**src/rtl/gcd_pkg.sv**
```systemverilog
// gcd_pkg: shared width, default timing constants and initiator state encoding for the GCD slice
package gcd_pkg;
  localparam int GCD_WIDTH = 16;
  localparam int GCD_REQ_HOLD = 2;
  localparam int GCD_TIMEOUT = 1024;
  typedef enum logic [1:0] {IDLE, A_REQ, A_WAIT, B_REQ} gcd_state_e;
endpackage

```
**src/rtl/gcd_initiator.sv**
```systemverilog
// gcd_initiator: sequences an operand pair onto the GCD unit's req/ack bus and buffers the result
module gcd_initiator
  import gcd_pkg::*;
#(
  parameter int WIDTH = GCD_WIDTH,
  parameter int REQ_HOLD = GCD_REQ_HOLD,
  parameter int TIMEOUT = GCD_TIMEOUT
) (
  input  logic             clk,
  input  logic             reset,
  input  logic             in_valid,
  output logic             in_ready,
  input  logic [WIDTH-1:0] in_a,
  input  logic [WIDTH-1:0] in_b,
  output logic             out_valid,
  input  logic             out_ready,
  output logic [WIDTH-1:0] out_c,
  output logic             out_timeout,
  output logic             gcd_req,
  output logic [WIDTH-1:0] gcd_AB,
  input  logic             gcd_ack,
  input  logic [WIDTH-1:0] gcd_C
);
  localparam int TW = TIMEOUT > 0 ? $clog2(TIMEOUT + 1) : 1;
  localparam int HW = $clog2(REQ_HOLD + 1);
  localparam int CW = TW > HW ? TW : HW;
  localparam logic [CW-1:0] HOLD_LAST = CW'(REQ_HOLD - 1);
  localparam logic [CW-1:0] TO_LAST = CW'(TIMEOUT - 1);
  gcd_state_e state_q, state_d;
  logic [CW-1:0] cnt_q, cnt_d;
  logic [WIDTH-1:0] b_q, b_d, ab_q, ab_d, c_q, c_d;
  logic req_q, req_d, valid_q, valid_d, to_q, to_d;
  logic accept, bypass, expired;
  assign in_ready = !reset && state_q == IDLE && (!valid_q || out_ready);
  assign accept = in_ready && in_valid;
  assign bypass = in_a == '0 || in_b == '0;
  assign expired = TIMEOUT != 0 && cnt_q == TO_LAST;
  assign out_valid = valid_q;
  assign out_c = c_q;
  assign out_timeout = to_q;
  assign gcd_req = req_q;
  assign gcd_AB = ab_q;
  // one counter serves both the A-phase hold and the ack watchdog
  always_comb begin
    state_d = state_q;
    cnt_d = cnt_q + CW'(1);
    b_d = b_q;
    ab_d = ab_q;
    req_d = req_q;
    valid_d = valid_q && !out_ready;
    c_d = c_q;
    to_d = to_q;
    if (state_q == IDLE) begin
      cnt_d = '0;
      if (accept && bypass) begin
        valid_d = 1'b1;
        c_d = in_a | in_b;
        to_d = 1'b0;
      end else if (accept) begin
        state_d = A_REQ;
        req_d = 1'b1;
        ab_d = in_a;
        b_d = in_b;
      end
    end else if (state_q == A_REQ) begin
      if (cnt_q == HOLD_LAST) begin
        state_d = A_WAIT;
        req_d = 1'b0;
        cnt_d = '0;
      end
    end else if (gcd_ack) begin
      cnt_d = '0;
      state_d = state_q == A_WAIT ? B_REQ : IDLE;
      req_d = state_q == A_WAIT;
      ab_d = state_q == A_WAIT ? b_q : '0;
      if (state_q == B_REQ) begin
        valid_d = 1'b1;
        c_d = gcd_C;
        to_d = 1'b0;
      end
    end else if (expired) begin
      state_d = IDLE;
      cnt_d = '0;
      req_d = 1'b0;
      ab_d = '0;
      valid_d = 1'b1;
      c_d = '0;
      to_d = 1'b1;
    end
  end
  always_ff @(posedge clk or posedge reset) begin
    if (reset) begin
      state_q <= IDLE;
      cnt_q <= '0;
      b_q <= '0;
      ab_q <= '0;
      req_q <= 1'b0;
      valid_q <= 1'b0;
      c_q <= '0;
      to_q <= 1'b0;
    end else begin
      state_q <= state_d;
      cnt_q <= cnt_d;
      b_q <= b_d;
      ab_q <= ab_d;
      req_q <= req_d;
      valid_q <= valid_d;
      c_q <= c_d;
      to_q <= to_d;
    end
  end
endmodule
```
**config.mk**
```make
export PLATFORM = sky130hd
export DESIGN_NAME = gcd_initiator
export DESIGN_NICKNAME = d
export VERILOG_FILES = /design/src/rtl/gcd_pkg.sv /design/src/rtl/gcd_initiator.sv
export SDC_FILE = /design/constraint.sdc
export NUM_CORES = 1
export LEC_CHECK = 0
export BUFFER_PORTS_ARGS = -buffer_cell sky130_fd_sc_hd__buf_2
export CAP_MARGIN = 10
export CORE_ASPECT_RATIO = 2
export CORE_MARGIN = 2
export CORE_UTILIZATION = 35
export CTS_BUF_LIST = sky130_fd_sc_hd__clkbuf_2 sky130_fd_sc_hd__clkbuf_4 sky130_fd_sc_hd__clkbuf_8
export DETAILED_ROUTE_END_ITERATION = 8
export PLACE_DENSITY_LB_ADDON = 0.12
export SLEW_MARGIN = 30
export SYNTH_ARGS = -nofsm -noshare
export SYNTH_HDL_FRONTEND = slang
export SYNTH_SLANG_ARGS = --single-unit
```
**constraint.sdc**
```tcl
create_clock -name clk -period 2.4 [get_ports clk]
set_input_delay 0.12 -clock clk [delete_from_list [all_inputs] [get_ports clk]]
set_output_delay 0.12 -clock clk [all_outputs]
set_load 0.03 [all_outputs]
```
After elaboration in Yosys (flattened, before gate mapping)
Cells that the tools add are included.
{"block": "classes", "addsub": 1, "n_eq_ne": 11, "n_mux": 44, "bitwise_logic": 2, "reduce_logical": 19}
{"operator": "two-way mux 16 bit", "count": 12}
{"operator": "two-way mux 11 bit", "count": 5}
{"operator": "logical NOT 16 bit", "count": 2}
{"operator": "two-way mux 1 bit", "count": 19}
{"operator": "two-way mux 2 bit", "count": 8}
{"operator": "OR 16 bit", "count": 1}
{"operator": "AND reduction 4 bit", "count": 3}
{"operator": "adder 11 x 1 -> 11 bit, second input constant", "count": 1}
{"operator": "== test 11 x 1 -> 1 bit, second input constant", "count": 1}
{"operator": "== test 11 x 10 -> 1 bit, second input constant", "count": 1}
{"operator": "!= test 2 bit, second input constant", "count": 3}
{"operator": "logical AND 1 bit", "count": 5}
{"operator": "== test 2 bit, second input constant", "count": 2}
{"operator": "nonzero test 4 bit", "count": 1}
{"operator": "logical NOT 1 bit", "count": 3}
{"operator": "!= test 3 x 1 -> 1 bit, second input constant", "count": 1}
{"operator": "!= test 3 x 2 -> 1 bit, second input constant", "count": 1}
{"operator": "AND reduction 3 bit", "count": 1}
{"operator": "nonzero test 3 bit", "count": 1}
{"operator": "== test 2 x 1 -> 1 bit, second input constant", "count": 1}
{"operator": "logical NOT 2 bit", "count": 1}
{"operator": "logical OR 1 bit", "count": 2}
{"operator": "!= test 2 x 1 -> 1 bit, second input constant", "count": 1}
{"operator": "NOT 1 bit", "count": 1}
{"block": "word_totals", "ff_bits": 64, "out_inout_bits": 36, "wordCells": 85}

Longest topological paths before layout
{"block": "depth", "ltp_word": 7, "depth_mapped": 7}

Worst setup path before layout
Ideal clock, no wire load.
{"block": "synth_path", "path_kind": "reg-to-reg", "from": "register gcd_req (netlist name)", "to": "register ab_q[0], in the netlist gcd_AB[0]", "t_arrival_ns": 1.958, "required_time_ns": 2.275, "path_slack_ns": 0.317, "stages_incl_launch_ff": 8, "n_path_buf": 2, "synth_period_minus_slack_ns": 2.083, "path_cell_list": "dfrtp_1 buf_6 nor2_8 and4bb_1 nand3_4 a21oi_4 buf_6 mux2_4"}
{"element": "end signal, assigned", "line_no": "gcd_initiator.sv:96", "source": "ab_q <= '0;"}
{"element": "end signal, assigned", "line_no": "gcd_initiator.sv:105", "source": "ab_q <= ab_d;"}
{"element": "end, declared", "line_no": "gcd_initiator.sv:31", "source": "logic [WIDTH-1:0] b_q, b_d, ab_q, ab_d, c_q, c_d;"}

Final worst setup path
{"block": "layout_path", "from": "register valid_q, in the netlist out_valid", "to": "register c_q[3], in the netlist out_c[3]"}
{"block": "layout_via", "elab_chain_len": 7}
{"element": "start, declared", "line_no": "gcd_initiator.sv:32", "source": "logic req_q, req_d, valid_q, valid_d, to_q, to_d;"}
{"element": "start signal, assigned", "line_no": "gcd_initiator.sv:107", "source": "valid_q <= valid_d;"}
{"element": "logical NOT 1 bit", "line_no": "gcd_initiator.sv:34", "source": "assign in_ready = !reset && state_q == IDLE && (!valid_q || out_ready);"}
{"element": "logical OR 1 bit", "line_no": "gcd_initiator.sv:34"}
{"element": "logical AND 1 bit", "line_no": "gcd_initiator.sv:34"}
{"element": "logical AND 1 bit", "line_no": "gcd_initiator.sv:35", "source": "assign accept = in_ready && in_valid;"}
{"element": "logical AND 1 bit", "line_no": "gcd_initiator.sv:55", "source": "if (accept && bypass) begin"}
{"element": "!= test 2 x 1 -> 1 bit (no source line)"}
{"element": "AND reduction 4 bit (no source line)"}
{"element": "end signal, assigned", "line_no": "gcd_initiator.sv:99", "source": "c_q <= '0;"}
{"element": "end signal, assigned", "line_no": "gcd_initiator.sv:108", "source": "c_q <= c_d;"}
{"element": "end, declared", "line_no": "gcd_initiator.sv:31"}
Every way passes these cells.
A chain may end at the register's enable or synchronous reset.

==> qor.txt <==
DR iter-0 viols -> 79
Clk pin slew, worst setup/hold paths -> 70 ps
Gr usage total -> 0.1717
Root buffer cell -> clkbuf_8
Vias in the first global route -> 2537
Wire length per cell -> 17.07 µm
Synth warn -> 0
Post-route setup TNS -> 0 ps
Distinct cells, synth -> 38
Area after DPL -> 3760 µm²
CTS Buf Count -> 9
Syn_nets -> 324
Clock Skews -> 7.041 ps
Max_cap viols -> 0
Family with the most delay on the worst path -> compound AO/OA/AOI/OAI gates
Power per cell area -> 1392 nW/µm²
Via count -> 2379
Setup Viol. Count Final -> 0
CTS Sinks -> 63
Residual overflow from global routing -> 0
Final ANT Viol Nets -> 0
Critical path depth -> 5
CP Launch Type -> flip-flop
Fin. Hold Viols -> 0
Pleak -> 1.923 nW
Ys flop type -> dfrtp_1
Synth Register Bits -> 63
Minimum clock period -> 2111 ps
Clk_lat worst skew -> 350 ps
Post-synth top area share -> 0.4966
Seq/Total Area, Yosys -> 0.4966
WP data required -> 2630 ps
Io pins -> 89
Ratio of cells with drive above 1 in the final layout -> 0.4607
HP Class -> in2reg
Maximum vdd drop -> 645.8 µV
Fin area -> 4029 µm²
Cell Area, Synth -> 3174 µm²
Post-Synthesis Cells -> 269
Relative slew slack -> 0.5284
Die area -> 9893 µm²
Worst hold path depth -> 2
Post-synth EDFFs -> 0
Initial Utilization -> 0.3571
IO buf count -> 88
Synthesized area per cell -> 11.80 µm²
Setup CP Type -> reg2reg
First-pass DRT Iterations -> 4
CP endpoint kind -> flip-flop
DRC viols -> 0
Utilization after layout -> 0.4532
Slowest library cell on the worst path -> o21bai_4
Yosys top cell by area -> dfrtp_1
Worst-path fanout max -> 17
Nets -> 419
CTS tree -> done
Placer congestion estimate -> 0.7857
Drt via density -> 5.051
Die height -> 138.7 µm
Htree depth -> 3
RSZ-0062 raised after global routing -> false
Area delta synth->final -> 26.92%
Max Slew Vio Count -> 0
F_max -> 473.8 MHz
Clk buf depth -> 2
Worst path arrival time -> 2340 ps
Synth top area cells -> dfrtp_1 (50%), mux2_2 (10%), mux2_4 (9.0%)
CP Cell Sequence -> nor2b_1, and4bb_1, a21boi_2, o21bai_4, mux2_2
Core Area -> 8890 µm²
R2R depth -> 5
Asr flop ratio synth -> 1.000
Initial antenna violation count -> 0
Die X-Extent -> 71.34 µm
Max stage delay on crit path -> 540 ps
First-pass GRT wire length -> 12950 µm
Crit path buffers/inverters -> 0
Final wirelength -> 8040 µm
Worst Tran Pin Value -> 705.1 ps
Ant diodes -> 0
Outcome -> completed
Largest net degree at the start of global routing -> 52
Dpl hpwl -> 6135 µm
Period utilization -> 0.8795
Row count -> 49
[metal layers]
| layer | part of all wire | wire (µm) | vias up | global-route usage |
|---|---|---|---|---|
| met3 | 0.050 | 401 | 12 | 0.04070 |
| li1 | - | - | 1162 | - |
| met1 | 0.37 | 2990 | 1142 | 0.1847 |
| met4 | 0.027 | 219 | 0 | 0.09037 |
| met5 | 0 | 0 | - | 0 |
| met2 | 0.55 | 4428 | 63 | 0.3017 |
[logic make-up (layout without fill, tap and decap cells)]
| kind of cell | after synthesis | in the layout | share of synthesized area |
|---|---|---|---|
| buf+inv | 19 | 119 | 0.03035 |
| mux | 48 | 48 | 0.1927 |
| fa+ha+maj | 2 | 2 | 0.007882 |
| simple gates | 69 | 69 | 0.1171 |
| compound gates | 60 | 60 | 0.1332 |
| flops | 63 | 63 | 0.4966 |
| xor+xnor | 8 | 8 | 0.02207 |
[metrics by stage]
step,hold WS [ps],cells,worst slack (ps),power [mW]
final,32.70,471,289.3,5.607
after global routing,20.53,471,182.9,5.963
after CTS,13.38,471,287.8,5.682
after detailed placement,102.6,454,322.3,4.457
after global placement,113.1,454,350.1,4.404
after floorplan,270.5,269,317.3,3.767
[cells in the final DEF, fill, tap and decap left out, drive strengths merged, types with 2 or more instances in the layout]
| master | instances |
|---|---|
| ha | 2 |
| nor3 | 2 |
| clkinv | 3 |
| clkbuf | 9 |
| nand2 | 6 |
| a22o | 17 |
| inv | 6 |
| a21boi | 2 |
| buf | 96 |
| nand4 | 4 |
| a21oi | 35 |
| dfrtp | 63 |
| nand3 | 6 |
| bufinv | 4 |
| nor4 | 10 |
| xnor2 | 6 |
| mux2 | 48 |
| nor2b | 2 |
| xor2 | 2 |
| nor2 | 35 |
[worst reg2reg max path: stages, from the launching register on]
cell      delay, ps
dfrtp_1         350
nor2b_1         220
and4bb_1        290
a21boi_2        190
o21bai_4        540
mux2_2          410
[cells in the mapped netlist (2+ instances only)]
cell type / instances
nand2_1: 5
nand3_1: 4
nor4_1: 10
ha_1: 2
nor2b_1: 2
mux2_4: 19
a21oi_1: 34
clkbuf_1: 7
nand4_1: 4
buf_6: 3
a22o_1: 17
mux2_2: 29
inv_1: 6
xnor2_1: 6
nor2_1: 34
buf_2: 2
dfrtp_1: 63
xor2_1: 2
[registers in the layout, indices dropped and copies added, names as in the netlist]
| name | flops |
|---|---|
| b_q | 16 |
| gcd_AB | 16 |
| out_c | 16 |
| cnt_q | 11 |
| gcd_req | 1 |
| out_timeout | 1 |
| out_valid | 1 |
| state_q | 1 |
[power breakdown]
group,internal [mW],switching [mW]
clock,0.789,0.417
combinational,1.22,1.44
sequential,1.49,0.256
[final cells by class]
class                      count  area, µm²
timing repair buffer          97      535.5
clock buffer                   9      123.9
multi-input combinational    187       1508
clock inverter                 7      135.1
sequential                    63       1577
inverter                       6      22.52
fill                         849       4861
tap                          102      127.6
[timing repair]
action,in CTS,in global routing
buffers inserted,0,0
hold buffers,1,0
hold endpoints to repair,12,0
gates resized for setup,0,0
setup endpoints to repair,0,0
[final timing paths]
| kind | end | slack (ps) | from |
|---|---|---|---|
| worst min register to register | gcd_AB[15]$_DFFE_PP0P_ | 500 | gcd_AB[15]$_DFFE_PP0P_ |
| min in group asynchronous | cnt_q[5]$_DFF_PP0_ | 280 | reset |
| worst max register to register | out_c[3]$_DFFE_PP0P_ | 290 | out_valid$_DFF_PP0_ |
| worst max-delay path | out_c[3]$_DFFE_PP0P_ | 290 | out_valid$_DFF_PP0_ |
| max in group asynchronous | out_c[9]$_DFFE_PP0P_ | 1540 | reset |
| worst min-delay path | b_q[11]$_DFFE_PP0P_ | 30 | in_b[11] |
Note: power is estimated with default switching activity, not from simulation.
